`config.mk`:
```
export PLATFORM = sky130hd
export DESIGN_NAME = rv_decode_stage
export DESIGN_NICKNAME = d
export VERILOG_FILES = /design/src/rtl/rv_pkg.sv /design/src/rtl/rv_decode_stage_imm_gen.sv /design/src/rtl/rv_decode_stage.sv
export SDC_FILE = /design/constraint.sdc
export NUM_CORES = 1
export LEC_CHECK = 0
export ABC_CLOCK_PERIOD_IN_PS = 5800
export BUFFER_PORTS_ARGS = -buffer_cell sky130_fd_sc_hd__buf_2
export CORE_MARGIN = 1.5
export CORE_UTILIZATION = 50
export DETAILED_ROUTE_END_ITERATION = 6
export GPL_TIMING_DRIVEN = 1
export PLACE_DENSITY = 0.81
export SYNTH_ARGS = -nofsm -noshare
export SYNTH_HDL_FRONTEND = slang
export SYNTH_SLANG_ARGS = --single-unit
```
`constraint.sdc`:
```
create_clock -name clk -period 5.8 [get_ports clk]
set_clock_uncertainty 0.2 [all_clocks]
set_input_delay 1.16 -clock clk [delete_from_list [all_inputs] [get_ports clk]]
set_output_delay 1.16 -clock clk [all_outputs]
set_load 0.02 [all_outputs]
```
`src/rtl/rv_pkg.sv`:
```
// Shared RV32I decode definitions: opcodes, format codes and the decoded-field bundle.
package rv_pkg;

  localparam int unsigned INSTR_W = 32;
  localparam int unsigned OPC_W   = 7;
  localparam int unsigned REG_W   = 5;
  localparam int unsigned FN3_W   = 3;
  localparam int unsigned FN7_W   = 7;

  localparam logic [OPC_W-1:0] OP_R      = 7'b0110011;
  localparam logic [OPC_W-1:0] OP_IMM    = 7'b0010011;
  localparam logic [OPC_W-1:0] OP_LOAD   = 7'b0000011;
  localparam logic [OPC_W-1:0] OP_STORE  = 7'b0100011;
  localparam logic [OPC_W-1:0] OP_BRANCH = 7'b1100011;
  localparam logic [OPC_W-1:0] OP_JAL    = 7'b1101111;
  localparam logic [OPC_W-1:0] OP_JALR   = 7'b1100111;
  localparam logic [OPC_W-1:0] OP_LUI    = 7'b0110111;
  localparam logic [OPC_W-1:0] OP_AUIPC  = 7'b0010111;
  localparam logic [OPC_W-1:0] OP_FENCE  = 7'b0001111;
  localparam logic [OPC_W-1:0] OP_SYSTEM = 7'b1110011;

  typedef enum logic [2:0] {
    FMT_NONE = 3'd0,
    FMT_R    = 3'd1,
    FMT_I    = 3'd2,
    FMT_S    = 3'd3,
    FMT_B    = 3'd4,
    FMT_U    = 3'd5,
    FMT_J    = 3'd6,
    FMT_SYS  = 3'd7
  } fmt_e;

  // Width-independent part of the decoded bundle; imm and pc are carried beside it at XLEN.
  typedef struct packed {
    logic [OPC_W-1:0] opcode;
    logic [REG_W-1:0] rd;
    logic [REG_W-1:0] rs1;
    logic [REG_W-1:0] rs2;
    logic [FN3_W-1:0] fn3;
    logic             fn7_5;
    fmt_e             fmt;
    logic             illegal;
  } dec_fields_t;

  localparam dec_fields_t DEC_RESET = '{
    opcode:  '0,
    rd:      '0,
    rs1:     '0,
    rs2:     '0,
    fn3:     '0,
    fn7_5:   1'b0,
    fmt:     FMT_NONE,
    illegal: 1'b0
  };

  function automatic fmt_e opcode_fmt(input logic [OPC_W-1:0] op);
    fmt_e f;
    case (op)
      OP_R:                       f = FMT_R;
      OP_IMM, OP_LOAD, OP_JALR:   f = FMT_I;
      OP_STORE:                   f = FMT_S;
      OP_BRANCH:                  f = FMT_B;
      OP_LUI, OP_AUIPC:           f = FMT_U;
      OP_JAL:                     f = FMT_J;
      OP_FENCE, OP_SYSTEM:        f = FMT_SYS;
      default:                    f = FMT_NONE;
    endcase
    return f;
  endfunction

endpackage

```
`src/rtl/rv_decode_stage_imm_gen.sv`:
```
// Combinational format classifier and sign-extended immediate generator.
module rv_imm_gen import rv_pkg::*; #(
  parameter int unsigned XLEN = 32
) (
  input  logic [INSTR_W-1:0] instr,
  output fmt_e               fmt_c,
  output logic [XLEN-1:0]    imm_c
);

  logic [31:0] imm32;
  logic        sgn;

  always_comb begin
    fmt_c = opcode_fmt(instr[OPC_W-1:0]);
  end

  // Build the 32-bit immediate, then sign-extend to the datapath width.
  always_comb begin
    sgn   = instr[31];
    imm32 = '0;
    case (fmt_c)
      FMT_I, FMT_SYS: imm32 = {{20{sgn}}, instr[31:20]};
      FMT_S:          imm32 = {{20{sgn}}, instr[31:25], instr[11:7]};
      FMT_B:          imm32 = {{19{sgn}}, instr[31], instr[7], instr[30:25], instr[11:8], 1'b0};
      FMT_U:          imm32 = {instr[31:12], 12'b0};
      FMT_J:          imm32 = {{11{sgn}}, instr[31], instr[19:12], instr[20], instr[30:21], 1'b0};
      default:        imm32 = '0;
    endcase
    imm_c = XLEN'($signed(imm32));
  end

endmodule

```
`src/rtl/rv_decode_stage.sv`:
```
// Registered RV32I decode stage with valid/ready handshake, flush and decoded-instruction counter.
module rv_decode_stage import rv_pkg::*; #(
  parameter int unsigned     XLEN     = 32,
  parameter int unsigned     CNT_W    = 32,
  parameter logic [XLEN-1:0] RESET_PC = '0
) (
  input  logic               clk,
  input  logic               rst,
  input  logic               flush,
  input  logic               in_valid,
  output logic               in_ready,
  input  logic [INSTR_W-1:0] in_instr,
  input  logic [XLEN-1:0]    in_pc,
  output logic               out_valid,
  input  logic               out_ready,
  output logic [XLEN-1:0]    out_pc,
  output logic [OPC_W-1:0]   out_opcode,
  output logic [REG_W-1:0]   out_rd,
  output logic [REG_W-1:0]   out_rs1,
  output logic [REG_W-1:0]   out_rs2,
  output logic [FN3_W-1:0]   out_fn3,
  output logic               out_fn7_5,
  output logic [2:0]         out_fmt,
  output logic [XLEN-1:0]    out_imm,
  output logic               out_illegal,
  output logic [CNT_W-1:0]   decoded_count
);

  fmt_e             fmt_c;
  logic [XLEN-1:0]  imm_c;
  dec_fields_t      dec_c;
  logic [OPC_W-1:0] opcode;
  logic [FN3_W-1:0] fn3;
  logic [FN7_W-1:0] fn7;
  logic             is_shift_imm;
  logic             xfer;
  logic             fire;

  logic             valid_q, valid_d;
  dec_fields_t      dec_q, dec_d;
  logic [XLEN-1:0]  imm_q, imm_d;
  logic [XLEN-1:0]  pc_q, pc_d;
  logic [CNT_W-1:0] count_q, count_d;

  rv_imm_gen #(.XLEN(XLEN)) u_imm_gen (
    .instr (in_instr),
    .fmt_c (fmt_c),
    .imm_c (imm_c)
  );

  // Field extraction: indices and funct bits only where the format defines them.
  always_comb begin
    opcode       = in_instr[6:0];
    fn3          = in_instr[14:12];
    fn7          = in_instr[31:25];
    is_shift_imm = (opcode == OP_IMM) && ((fn3 == 3'b001) || (fn3 == 3'b101));
    dec_c        = DEC_RESET;
    dec_c.opcode = opcode;
    dec_c.fmt    = fmt_c;
    case (fmt_c)
      FMT_R: begin
        dec_c.rd    = in_instr[11:7];
        dec_c.rs1   = in_instr[19:15];
        dec_c.rs2   = in_instr[24:20];
        dec_c.fn3   = fn3;
        dec_c.fn7_5 = in_instr[30];
      end
      FMT_I, FMT_SYS: begin
        dec_c.rd    = in_instr[11:7];
        dec_c.rs1   = in_instr[19:15];
        dec_c.fn3   = fn3;
        dec_c.fn7_5 = is_shift_imm ? in_instr[30] : 1'b0;
      end
      FMT_S, FMT_B: begin
        dec_c.rs1 = in_instr[19:15];
        dec_c.rs2 = in_instr[24:20];
        dec_c.fn3 = fn3;
      end
      FMT_U, FMT_J: begin
        dec_c.rd = in_instr[11:7];
      end
      default: ;
    endcase

    // Illegal-encoding screen over the RV32I base set.
    case (opcode)
      OP_R: begin
        if (fn7 == 7'h20)      dec_c.illegal = !((fn3 == 3'b000) || (fn3 == 3'b101));
        else if (fn7 != 7'h00) dec_c.illegal = 1'b1;
      end
      OP_IMM: begin
        if (fn3 == 3'b001)      dec_c.illegal = (fn7 != 7'h00);
        else if (fn3 == 3'b101) dec_c.illegal = (fn7 != 7'h00) && (fn7 != 7'h20);
      end
      OP_JALR:   dec_c.illegal = (fn3 != 3'b000);
      OP_LOAD:   dec_c.illegal = (fn3 == 3'b011) || (fn3 == 3'b110) || (fn3 == 3'b111);
      OP_STORE:  dec_c.illegal = (fn3 > 3'b010);
      OP_BRANCH: dec_c.illegal = (fn3 == 3'b010) || (fn3 == 3'b011);
      OP_JAL, OP_LUI, OP_AUIPC, OP_FENCE, OP_SYSTEM: dec_c.illegal = 1'b0;
      default:   dec_c.illegal = 1'b1;
    endcase
    if (in_instr[1:0] != 2'b11) dec_c.illegal = 1'b1;
  end

  assign in_ready = !valid_q || out_ready;

  // Next-state: flush drops both the held bundle and any same-cycle input.
  always_comb begin
    xfer    = in_valid && in_ready && !flush;
    fire    = valid_q && out_ready && !flush;
    valid_d = valid_q;
    dec_d   = dec_q;
    imm_d   = imm_q;
    pc_d    = pc_q;
    count_d = count_q + CNT_W'(fire);
    if (flush)         valid_d = 1'b0;
    else if (in_ready) valid_d = in_valid;
    if (xfer) begin
      dec_d = dec_c;
      imm_d = imm_c;
      pc_d  = in_pc;
    end
  end

  always_ff @(posedge clk) begin
    if (rst) begin
      valid_q <= 1'b0;
      dec_q   <= DEC_RESET;
      imm_q   <= '0;
      pc_q    <= RESET_PC;
      count_q <= '0;
    end else begin
      valid_q <= valid_d;
      dec_q   <= dec_d;
      imm_q   <= imm_d;
      pc_q    <= pc_d;
      count_q <= count_d;
    end
  end

  assign out_valid     = valid_q;
  assign out_pc        = pc_q;
  assign out_opcode    = dec_q.opcode;
  assign out_rd        = dec_q.rd;
  assign out_rs1       = dec_q.rs1;
  assign out_rs2       = dec_q.rs2;
  assign out_fn3       = dec_q.fn3;
  assign out_fn7_5     = dec_q.fn7_5;
  assign out_fmt       = dec_q.fmt;
  assign out_imm       = imm_q;
  assign out_illegal   = dec_q.illegal;
  assign decoded_count = count_q;

endmodule

```
==> results of run 1 <==
-- path summary, 6_finish.rpt --
kind / startpoint / to
worst max-delay path: out_ready / in_ready
worst min-delay path: out_imm[14]$_SDFFE_PP0P_ / out_imm[14]$_SDFFE_PP0P_
worst max register to register: out_valid$_SDFFE_PP0N_ / out_imm[9]$_SDFFE_PP0P_
worst min register to register: out_imm[14]$_SDFFE_PP0P_ / out_imm[14]$_SDFFE_PP0P_
-- final cells by class --
cell class                      count  area share [%]
Clock buffer                       17            6.06
Clock inverter                     14            1.78
Inverter                           10           0.549
Multi-Input combinational cell    453            37.0
Sequential cell                   127            37.2
Tap cell                          136            2.49
Timing Repair Buffer              201            14.9
-- state kept, by name, summed over array words and instances, names as in the netlist, 5 cells and up --
name           count
decoded_count     32
out_imm           32
out_pc            32
out_opcode         7
out_rd             5
out_rs1            5
out_rs2            5
-- logic make-up (layout without fill, tap and decap cells) --
logic type      Yosys count  after routing  synth area share (%)
xor+xnor                 27             27                  4.50
mux                       1              1                 0.191
simple gates            259            259                  23.1
buf+inv                  50            242                  3.64
flops                   127            127                  48.4
compound gates          164            164                  19.7
fa+ha+maj                 2              2                 0.476
-- synthesized netlist by cell type (8+ instances only) --
master,instances
a21oi_1,64
a22o_1,18
a22oi_1,15
and3_1,8
clkbuf_1,33
dfxtp_1,127
inv_1,10
nand2_1,133
nand3_1,8
nor2_1,43
nor3_1,9
nor4_1,11
o21ai_0,36
xnor2_1,17
xor2_1,10
-- per-stage QoR --
stage	instances	setup WS (ns)
finish	958	2.57
global route	958	2.54
CTS	958	2.58
detailed placement	927	2.28
global placement	927	2.31
floorplan	630	2.82
-- routing by layer --
layer	track usage, %	up-vias
met1	34.5	2439
li1	-	2561
met2	43.5	237
met3	9.40	17
met4	8.11	0
met5	0	-
-- power groups by stage --
stage               registers, mW  logic [mW]  clock network, mW
floorplan                   0.931      0.0708                  0
global placement            0.913       0.152                  0
detailed placement          0.913       0.153                  0
CTS                         0.895       0.154              0.965
global route                0.897       0.169               1.01
finish                      0.895       0.155              0.951
-- worst register-to-register path, stage by stage (launching register included) --
cell      delay, ns
dfxtp_1        0.33
nor2b_1        0.19
nor4b_1        0.68
o211ai_2       0.60
o21ba_4        0.45
a22o_1         0.13
==> results.cfg, run 1 <==
[place]
place_hpwl_um = 10600
gp_congestion = 0.948
placed_cell_area_um2 = 6300
numPortBuffers = 196

[floorplan]
core_um2 = 10300
die_h_um = 105
fp-row-count = 37
num_io_pins = 197
fp.dieW_um = 105
dieArea_um2 = 11100
start_util_pct = 51.1

[layout]
most-common-layout-cells = buf_2 (196), nand2_1 (133), dfxtp_1 (127)
syn2layout_area_growth_pct = 30.1
seqCellArea_um2 = 2540
multiInputGateArea_um2 = 2530
fill_cells = 882
diodes = 0
layout-drive-gt1-share_pct = 30.0
final_util_pct = 66.5
final_common_cell = buf_2
stdcell_area_um2 = 6830
nNetsFinal = 881

[sta]
final.min_clock_period_ns = 3.23
maxSlewHeadroom_pct = 32.4
rsz0062_at_grt = no
finalSetupViolCount = 0
max_freq_mhz = 310
fin_crit_sh_pct = 55.6
final-hold-violation-count = 0
drv_slew = 0
worst_slew_pin_slew_ns = 1.01
whs_ns = 0.249
fin_tns_setup_ns = 0

[drt]
drtIter0Drc = 414
met1_length_um = 6330
top_layer_used = met4
vias = 5254
dr.pass1.iters = 5
drc = 0
via_per_inst = 5.48
wl_met2_um = 7130
wl_met3_um = 1270
avgRoutedWirePerCell_um = 15.6
finalWirelength_um = 15000
drtAntennaViolNets = 0

[power_and_ir_drop]
intPower_mw = 1.50
netSwitchingFraction_pct = 25.0
total_power_mw = 2.00
power_density_nw_per_um2 = 293
pwr-share-comb_pct = 7.8
clkPwrFrac_pct = 47.5
p_leak_nw = 2.95
p_seq_share_pct = 44.7
p_sw_uw = 500
ir_drop_mv = 0.165

[yosys]
synth_edf_count = 0
yosys_warnings = 0
ys_ff_latch = 127
ys_types = 60
seq_area_frac_synth_pct = 48.4
synth_area_per_cell_um2 = 8.34
synth_area_leader_cell = dfxtp_1
yosys-top-cells-area = dfxtp_1 (48%), nand2_1 (9.5%), a21oi_1 (6.1%), o21ai_0 (3.4%), nor2_1 (3.1%)
syn-num-nets = 701
syn_area_um2 = 5250
synth_ff_type = dfxtp_1
ys_async_sr_fraction_pct = 0
syn_inst = 630
synth_top_area_share_pct = 48.4

[grt]
grt_pass1_wl_um = 23900
globalRouteOverflowTotal = 0
grt_max_degree = 68
grt_pass1_vias = 4843
grt_use_total_pct = 27.1
antenna_found_initial = 0

[worst_hold_path]
hp-class = reg2reg
min_path_cells = 2

[job]
cap_violations = 0

[clock_tree]
post_cts_buffers = 0
insertion_delay_ns = 0.52
root_buffer = clkbuf_8
cts_resized = 0
numClockSinks = 127
clkSlewWorstSetupHoldPaths_ns = 0.06
hold_buffers = 0
htreeDepth = 4
cts_buffer_depth = 2
cts_tree = built
cts_made_buffers = 17

[setup_path]
crit_chain = buf_2, nor2b_1, inv_1, buf_2
cp.required_ns = 4.44
slowest_stage = nor2b_1
cp.depth = 4
crit_family = buffers and inverters
cp_max_fo = 4
slowest_delay_ns = 0.31
worstSetupPathType = in2out
reg2regPathDepth = 5
rrSetupSlack_ns = 3.16
cp_num_buf_inv = 3
critPathArrivalTime_ns = 1.87
startpoint_type = input port
crit_top_cell = buf_2
cp-end-kind = output pin

[outcome]
outcome = complete, no violations
Note: power is estimated with default switching activity, not from simulation.
==> run 2: changes to the inputs <==
--- a/config.mk
+++ b/config.mk
@@ -5,13 +5,14 @@
 export SDC_FILE = /design/constraint.sdc
 export NUM_CORES = 1
 export LEC_CHECK = 0
-export ABC_CLOCK_PERIOD_IN_PS = 5800
+export ABC_AREA = 1
+export ABC_CLOCK_PERIOD_IN_PS = 3000
 export BUFFER_PORTS_ARGS = -buffer_cell sky130_fd_sc_hd__buf_2
 export CORE_MARGIN = 1.5
 export CORE_UTILIZATION = 50
 export DETAILED_ROUTE_END_ITERATION = 6
 export GPL_TIMING_DRIVEN = 1
-export PLACE_DENSITY = 0.81
+export PLACE_DENSITY = 0.79
 export SYNTH_ARGS = -nofsm -noshare
 export SYNTH_HDL_FRONTEND = slang
 export SYNTH_SLANG_ARGS = --single-unit
==> constraint.sdc (replaced) <==
create_clock -name clk -period 3 [get_ports clk]
set_clock_uncertainty 0.2 [all_clocks]
set_input_delay 0.6 -clock clk [delete_from_list [all_inputs] [get_ports clk]]
set_output_delay 0.6 -clock clk [all_outputs]
set_load 0.02 [all_outputs]
==> run 2 against run 1 <==
  * Synthesized cell count up 42%
  * Count of clock-buffer cells in the layout grew 6
  * Core utilization down 1.4 points
  * Combinational power up 140%
  * Sequential power rose by 96%
  * Sequential cell count did not move
==> results.cfg, run 2 <==
[outcome]
outcome = complete, no violations

[layout]
layout-drive-gt1-share_pct = 25.3
finalNonFillerCells = 1236
final_common_cell = nand2_1
seqCellArea_um2 = 2540
nNetsFinal = 1147
fill_cells = 1127
syn2layout_area_growth_pct = 27.6
diodes = 0
multiInputGateArea_um2 = 3040
most-common-layout-cells = nand2_1 (207), buf_2 (196), nor2_1 (170)

[grt]
grt_use_total_pct = 26.6
grt_pass1_vias = 5731
globalRouteOverflowTotal = 0
grt_max_degree = 76
grt_pass1_wl_um = 27400
antenna_found_initial = 0

[job]
cap_violations = 0

[floorplan]
die_h_um = 113
num_io_pins = 197
start_util_pct = 50.9
fp.dieW_um = 113
core_um2 = 11900
dieArea_um2 = 12800
fp-row-count = 40

[place]
gp_congestion = 0.886
place_hpwl_um = 11900
place_inst = 1204
pre_cts_ws_ns = 0.440
numPortBuffers = 196

[power_and_ir_drop]
p_leak_nw = 3.71
ir_drop_mv = 0.372
power_density_nw_per_um2 = 558

[drt]
via_per_inst = 5.19
finalWirelength_um = 17000
avgRoutedWirePerCell_um = 13.7
drc = 0
drtIter0Drc = 751
vias = 6412
drtAntennaViolNets = 0
dr.pass1.iters = 5

[sta]
fin_tns_setup_ns = 0
final-hold-violation-count = 0
setup_slack_ns = 0.757
finalSetupViolCount = 0
max_freq_mhz = 446
rsz0062_at_grt = no
final.min_clock_period_ns = 2.24
maxSlewHeadroom_pct = 42.0
worst_slew_pin_slew_ns = 0.871
drv_slew = 0
fin_crit_sh_pct = 74.8

[yosys]
synth_ff_type = dfxtp_1
ys_async_sr_fraction_pct = 0
synth_area_leader_cell = dfxtp_1
syn-num-nets = 968
ys_types = 37
synth_edf_count = 0
ys_ff_latch = 127
yosys-top-cells-area = dfxtp_1 (42%), nand2_1 (13%), nor2_1 (11%), a21oi_1 (7.6%), o21ai_0 (5.4%)
seq_area_frac_synth_pct = 41.9
yosys-top-cells-count = nand2_1 (207), nor2_1 (170), dfxtp_1 (127), a21oi_1 (92), inv_1 (66)
syn_inst = 897
synth_area_per_cell_um2 = 6.77
syn_area_um2 = 6070
synth_top_area_share_pct = 41.9
yosysMostFrequentCell = nand2_1
yosys_warnings = 0

[setup_path]
slowest_delay_ns = 0.34
crit_family = simple AND/OR/NAND/NOR gates
cp_num_buf_inv = 0
cp_max_fo = 5
cp-end-kind = flip-flop
crit_top_cell = nand2_1
critPathArrivalTime_ns = 2.37
slowest_stage = dfxtp_1
cp.required_ns = 3.13
startpoint_type = flip-flop
crit_chain = nand2_1, nor2_1, ha_1, ha_1, nand2_1, nor2_2, nand2_1, nor2_4, nand4_1, o21ai_1, nor3b_1
worstSetupPathType = reg2reg

[clock_tree]
hold_buffers = 0
numClockSinks = 127
htreeDepth = 4
clkSlewWorstSetupHoldPaths_ns = 0.06
insertion_delay_ns = 0.42
post_cts_buffers = 0
cts_tree = built
cts_resized = 0
cts_made_buffers = 17
cts_buffer_depth = 2
root_buffer = clkbuf_16

[worst_hold_path]
hp-class = in2reg
## run 2: power breakdown
group / internal (mW) / switching [mW]
Combinational: 0.119 / 0.247
Sequential: 1.73 / 0.0197
Clock: 1.48 / 0.727
## run 2: kinds of logic after synthesis
logic type	Yosys count	share of synthesized area, %
AOI/OAI and AO/OA	183	16.5
xor gates and xnor gates	5	0.722
DFF	127	41.9
buffers and inverters	115	8.00
adders and majority gates	2	0.412
and+or+nand+nor	465	32.5
## run 2: cell type report
class | instances | share of cell area, %
Tap cell | 147 | 2.37
Sequential cell | 127 | 32.8
Clock buffer | 23 | 6.30
Timing Repair Buffer | 205 | 13.9
Clock inverter | 9 | 2.00
Multi-Input combinational cell | 655 | 39.3
Inverter | 70 | 3.39
## run 2: path summary, 6_finish.rpt
check,slack (ns),start,endpoint,cells past startpoint
worst min register to register,0.26,out_rd[1]$_SDFFE_PP0P_,out_rd[1]$_SDFFE_PP0P_,2
worst max-delay path,0.76,out_valid$_SDFFE_PP0N_,decoded_count[20]$_SDFF_PP0_,11
worst min-delay path,0.20,in_pc[19],out_pc[19]$_SDFFE_PP0P_,3
worst max register to register,0.76,out_valid$_SDFFE_PP0N_,decoded_count[20]$_SDFF_PP0_,11
## run 2: metal layers
metal  global-route usage, %  up-vias  routed length, µm
met1                    35.0     2886               7420
li1                        -     3227                  -
met4                    10.4        0                407
met5                       0        -                  0
met2                    41.4      261               7750
met3                    7.55       38               1410
## run 2: tightest hold or removal path: cells and delay by family
| family | cells | cell delay, ns |
|---|---|---|
| AND/OR/NAND/NOR | 2 | 0.11 |
| buffers and inverters | 1 | 0.07 |
## run 2: through the flow
step | total power, mW | instance area (µm²) | util (%) | hold slack, ns
2_1_floorplan | 2.01 | 6070 | - | 0.345
3_3_place_gp | 2.15 | 7100 | 59.6 | 0.249
3_5_place_dp | 2.15 | 7100 | 59.6 | 0.252
4_1_cts | 4.36 | 7750 | 65.0 | 0.187
5_1_grt | 4.48 | 7750 | 65.0 | 0.202
6_report | 4.32 | 7750 | 65.0 | 0.203
==> run 3: changes to the inputs <==
--- a/config.mk
+++ b/config.mk
@@ -6,13 +6,13 @@
 export NUM_CORES = 1
 export LEC_CHECK = 0
 export ABC_AREA = 1
-export ABC_CLOCK_PERIOD_IN_PS = 3000
+export ABC_CLOCK_PERIOD_IN_PS = 2000
 export BUFFER_PORTS_ARGS = -buffer_cell sky130_fd_sc_hd__buf_2
 export CORE_MARGIN = 1.5
-export CORE_UTILIZATION = 50
+export CORE_UTILIZATION = 46
 export DETAILED_ROUTE_END_ITERATION = 6
 export GPL_TIMING_DRIVEN = 1
-export PLACE_DENSITY = 0.79
+export PLACE_DENSITY = 0.76
 export SYNTH_ARGS = -nofsm -noshare
 export SYNTH_HDL_FRONTEND = slang
 export SYNTH_SLANG_ARGS = --single-unit
==> constraint.sdc (replaced) <==
create_clock -name clk -period 2 [get_ports clk]
set_clock_uncertainty 0.2 [all_clocks]
set_input_delay 0.4 -clock clk [delete_from_list [all_inputs] [get_ports clk]]
set_output_delay 0.4 -clock clk [all_outputs]
set_load 0.02 [all_outputs]
==> run 3 against run 2 <==
  * The run now ends with setup timing left
  * Setup slack lost 0.88 ns
  * Sequential cell count is the same
  * Design area grew 9.3%
  * Core utilization grew 1.5 points
  * Critical path depth is the same
  * Sequential power grew 50%
  * Non-clock buffer count grew 61
  * Highest routed layer unchanged
  * Count of clock-buffer cells in the layout grew 3
  * Sequential share of layout area shrank 2.8 points
  * Final cell count grew 7.0%
  * Via count grew 4.7%
==> results.cfg, run 3 (synthesis gave the netlist of run 2 again) <==
[setup_path]
slowest_delay_ns = 0.34
crit_chain = nand2_2, nor2_2, ha_2, ha_4, nand2_4, nor2_4, nand2_2, nor2_4, nand4_1, nor3_1, nor3b_2
cp-end-kind = flip-flop
startpoint_type = flip-flop
crit_family = simple AND/OR/NAND/NOR gates
crit_start = out_valid$_SDFFE_PP0N_
cp.required_ns = 2.09
cp_max_fo = 4
worstSetupPathType = reg2reg
timing.rr.start = out_valid$_SDFFE_PP0N_
critPathArrivalTime_ns = 2.21
cp_num_buf_inv = 0
slowest_stage = dfxtp_2

[grt]
grt_pass1_vias = 6103
grt_pass1_wl_um = 29400
grt_max_degree = 66
globalRouteOverflowTotal = 0
grt_use_total_pct = 26.0
antenna_found_initial = 2

[layout]
final_util_pct = 66.5
nNetsFinal = 1208
multiInputGateArea_um2 = 3170
syn2layout_area_growth_pct = 39.5
layout-drive-gt1-share_pct = 29.7
seqCellArea_um2 = 2540
final_common_cell = nand2_1
fill_cells = 1134
most-common-layout-cells = nand2_1 (200), buf_2 (196), nor2_1 (162)

[drt]
dr.pass1.iters = 6
drtIter0Drc = 625
via_per_inst = 5.08
finalWirelength_um = 18500
drc = 0
avgRoutedWirePerCell_um = 14.0
drtAntennaViolNets = 0
vias = 6715

[power_and_ir_drop]
ir_drop_mv = 0.659
pwr-share-comb_pct = 9.6
p_leak_nw = 4.06
p_seq_share_pct = 41.8
netSwitchingFraction_pct = 23.5
total_power_mw = 6.29
intPower_mw = 4.81
power_density_nw_per_um2 = 743
p_sw_mw = 1.48
clkPwrFrac_pct = 48.6

[outcome]
violations = setup timing
outcome = finished, violations left

[sta]
finalSetupViolCount = 4
max_freq_mhz = 471
whs_ns = 0.0181
worst_slew_pin_slew_ns = 0.446
drv_slew = 0
rsz0062_at_grt = yes
maxSlewHeadroom_pct = 70.1
final-hold-violation-count = 0
setup_slack_ns = -0.124
final.min_clock_period_ns = 2.12
fin_crit_sh_pct = 106

[worst_hold_path]
hold_start = in_pc[1]
hp-class = in2reg

[floorplan]
die_h_um = 118
core_um2 = 12700
start_util_pct = 47.7
fp-row-count = 41
num_io_pins = 197
dieArea_um2 = 13900
fp.dieW_um = 118

[place]
numPortBuffers = 196
pre_cts_ws_ns = -0.179
place_hpwl_um = 12700
gp_congestion = 0.940

[clock_tree]
root_buffer = clkbuf_16
numClockSinks = 127
cts_buffer_depth = 2
clkSlewWorstSetupHoldPaths_ns = 0.06
cts_made_buffers = 17
cts_tree = built
insertion_delay_ns = 0.42
htreeDepth = 4

[job]
cap_violations = 0
run 3: power by group through the flow:
| stage | combinational, mW | clock [mW] | sequential [mW] |
|---|---|---|---|
| floorplan | 0.243 | 0 | 2.77 |
| global placement | 0.564 | 0 | 2.68 |
| detailed placement | 0.569 | 0 | 2.68 |
| CTS | 0.598 | 3.10 | 2.63 |
| global route | 0.662 | 3.22 | 2.64 |
| finish | 0.603 | 3.06 | 2.63 |
run 3: final timing paths:
kind / endpoint / cells past startpoint / slack, ns
worst max register to register: decoded_count[20]$_SDFF_PP0_ / 11 / -0.12
worst max-delay path: decoded_count[20]$_SDFF_PP0_ / 11 / -0.12
worst min register to register: out_rd[3]$_SDFFE_PP0P_ / 2 / 0.26
worst min-delay path: out_pc[1]$_SDFFE_PP0P_ / 3 / 0.02
run 3: metal layers:
layer / global-route usage, % / routed length [µm] / vias to the layer above / share of wire, %
met4: 11.2 / 425 / 0 / 2.3
li1: - / - / 3362 / -
met1: 33.2 / 7950 / 3057 / 43
met3: 7.27 / 1490 / 34 / 8.0
met5: 0 / 0 / - / 0
met2: 41.1 / 8660 / 262 / 47
run 3: cell type report:
type / count / share of cell area, %
multi-input cells: 655 / 37.5
flip-flops and latches: 127 / 30.0
repair buffers: 266 / 19.8
clock buffers: 26 / 6.02
inverters: 70 / 3.13
well taps: 172 / 2.54
clock inverters: 5 / 0.916
diodes: 1 / 0.0296
run 3: through the flow:
step	cells	area (µm²)	setup TNS, ns
2_1_floorplan	897	6070	0
5_1_grt	1322	8470	-1.61
3_3_place_gp	1263	7480	-0.426
4_1_cts	1313	8260	-0.0116
6_report	1322	8470	-0.163
3_5_place_dp	1263	7480	-1.27
run 3: timing repair:
action,CTS,global route
pin swaps,0,12
hold endpoints to repair,19,0
resized for setup,0,43
hold buffers,19,0
endpoints found under the setup margin,1,17
buffers inserted,0,8
run 3: worst register-to-register path, delay by kind of cell, from the launching register on:
family,cells,cell delay [ns]
AND/OR/NAND/NOR,9,1.10
adder cells (fa/ha/maj),2,0.36
flip-flops,1,0.34
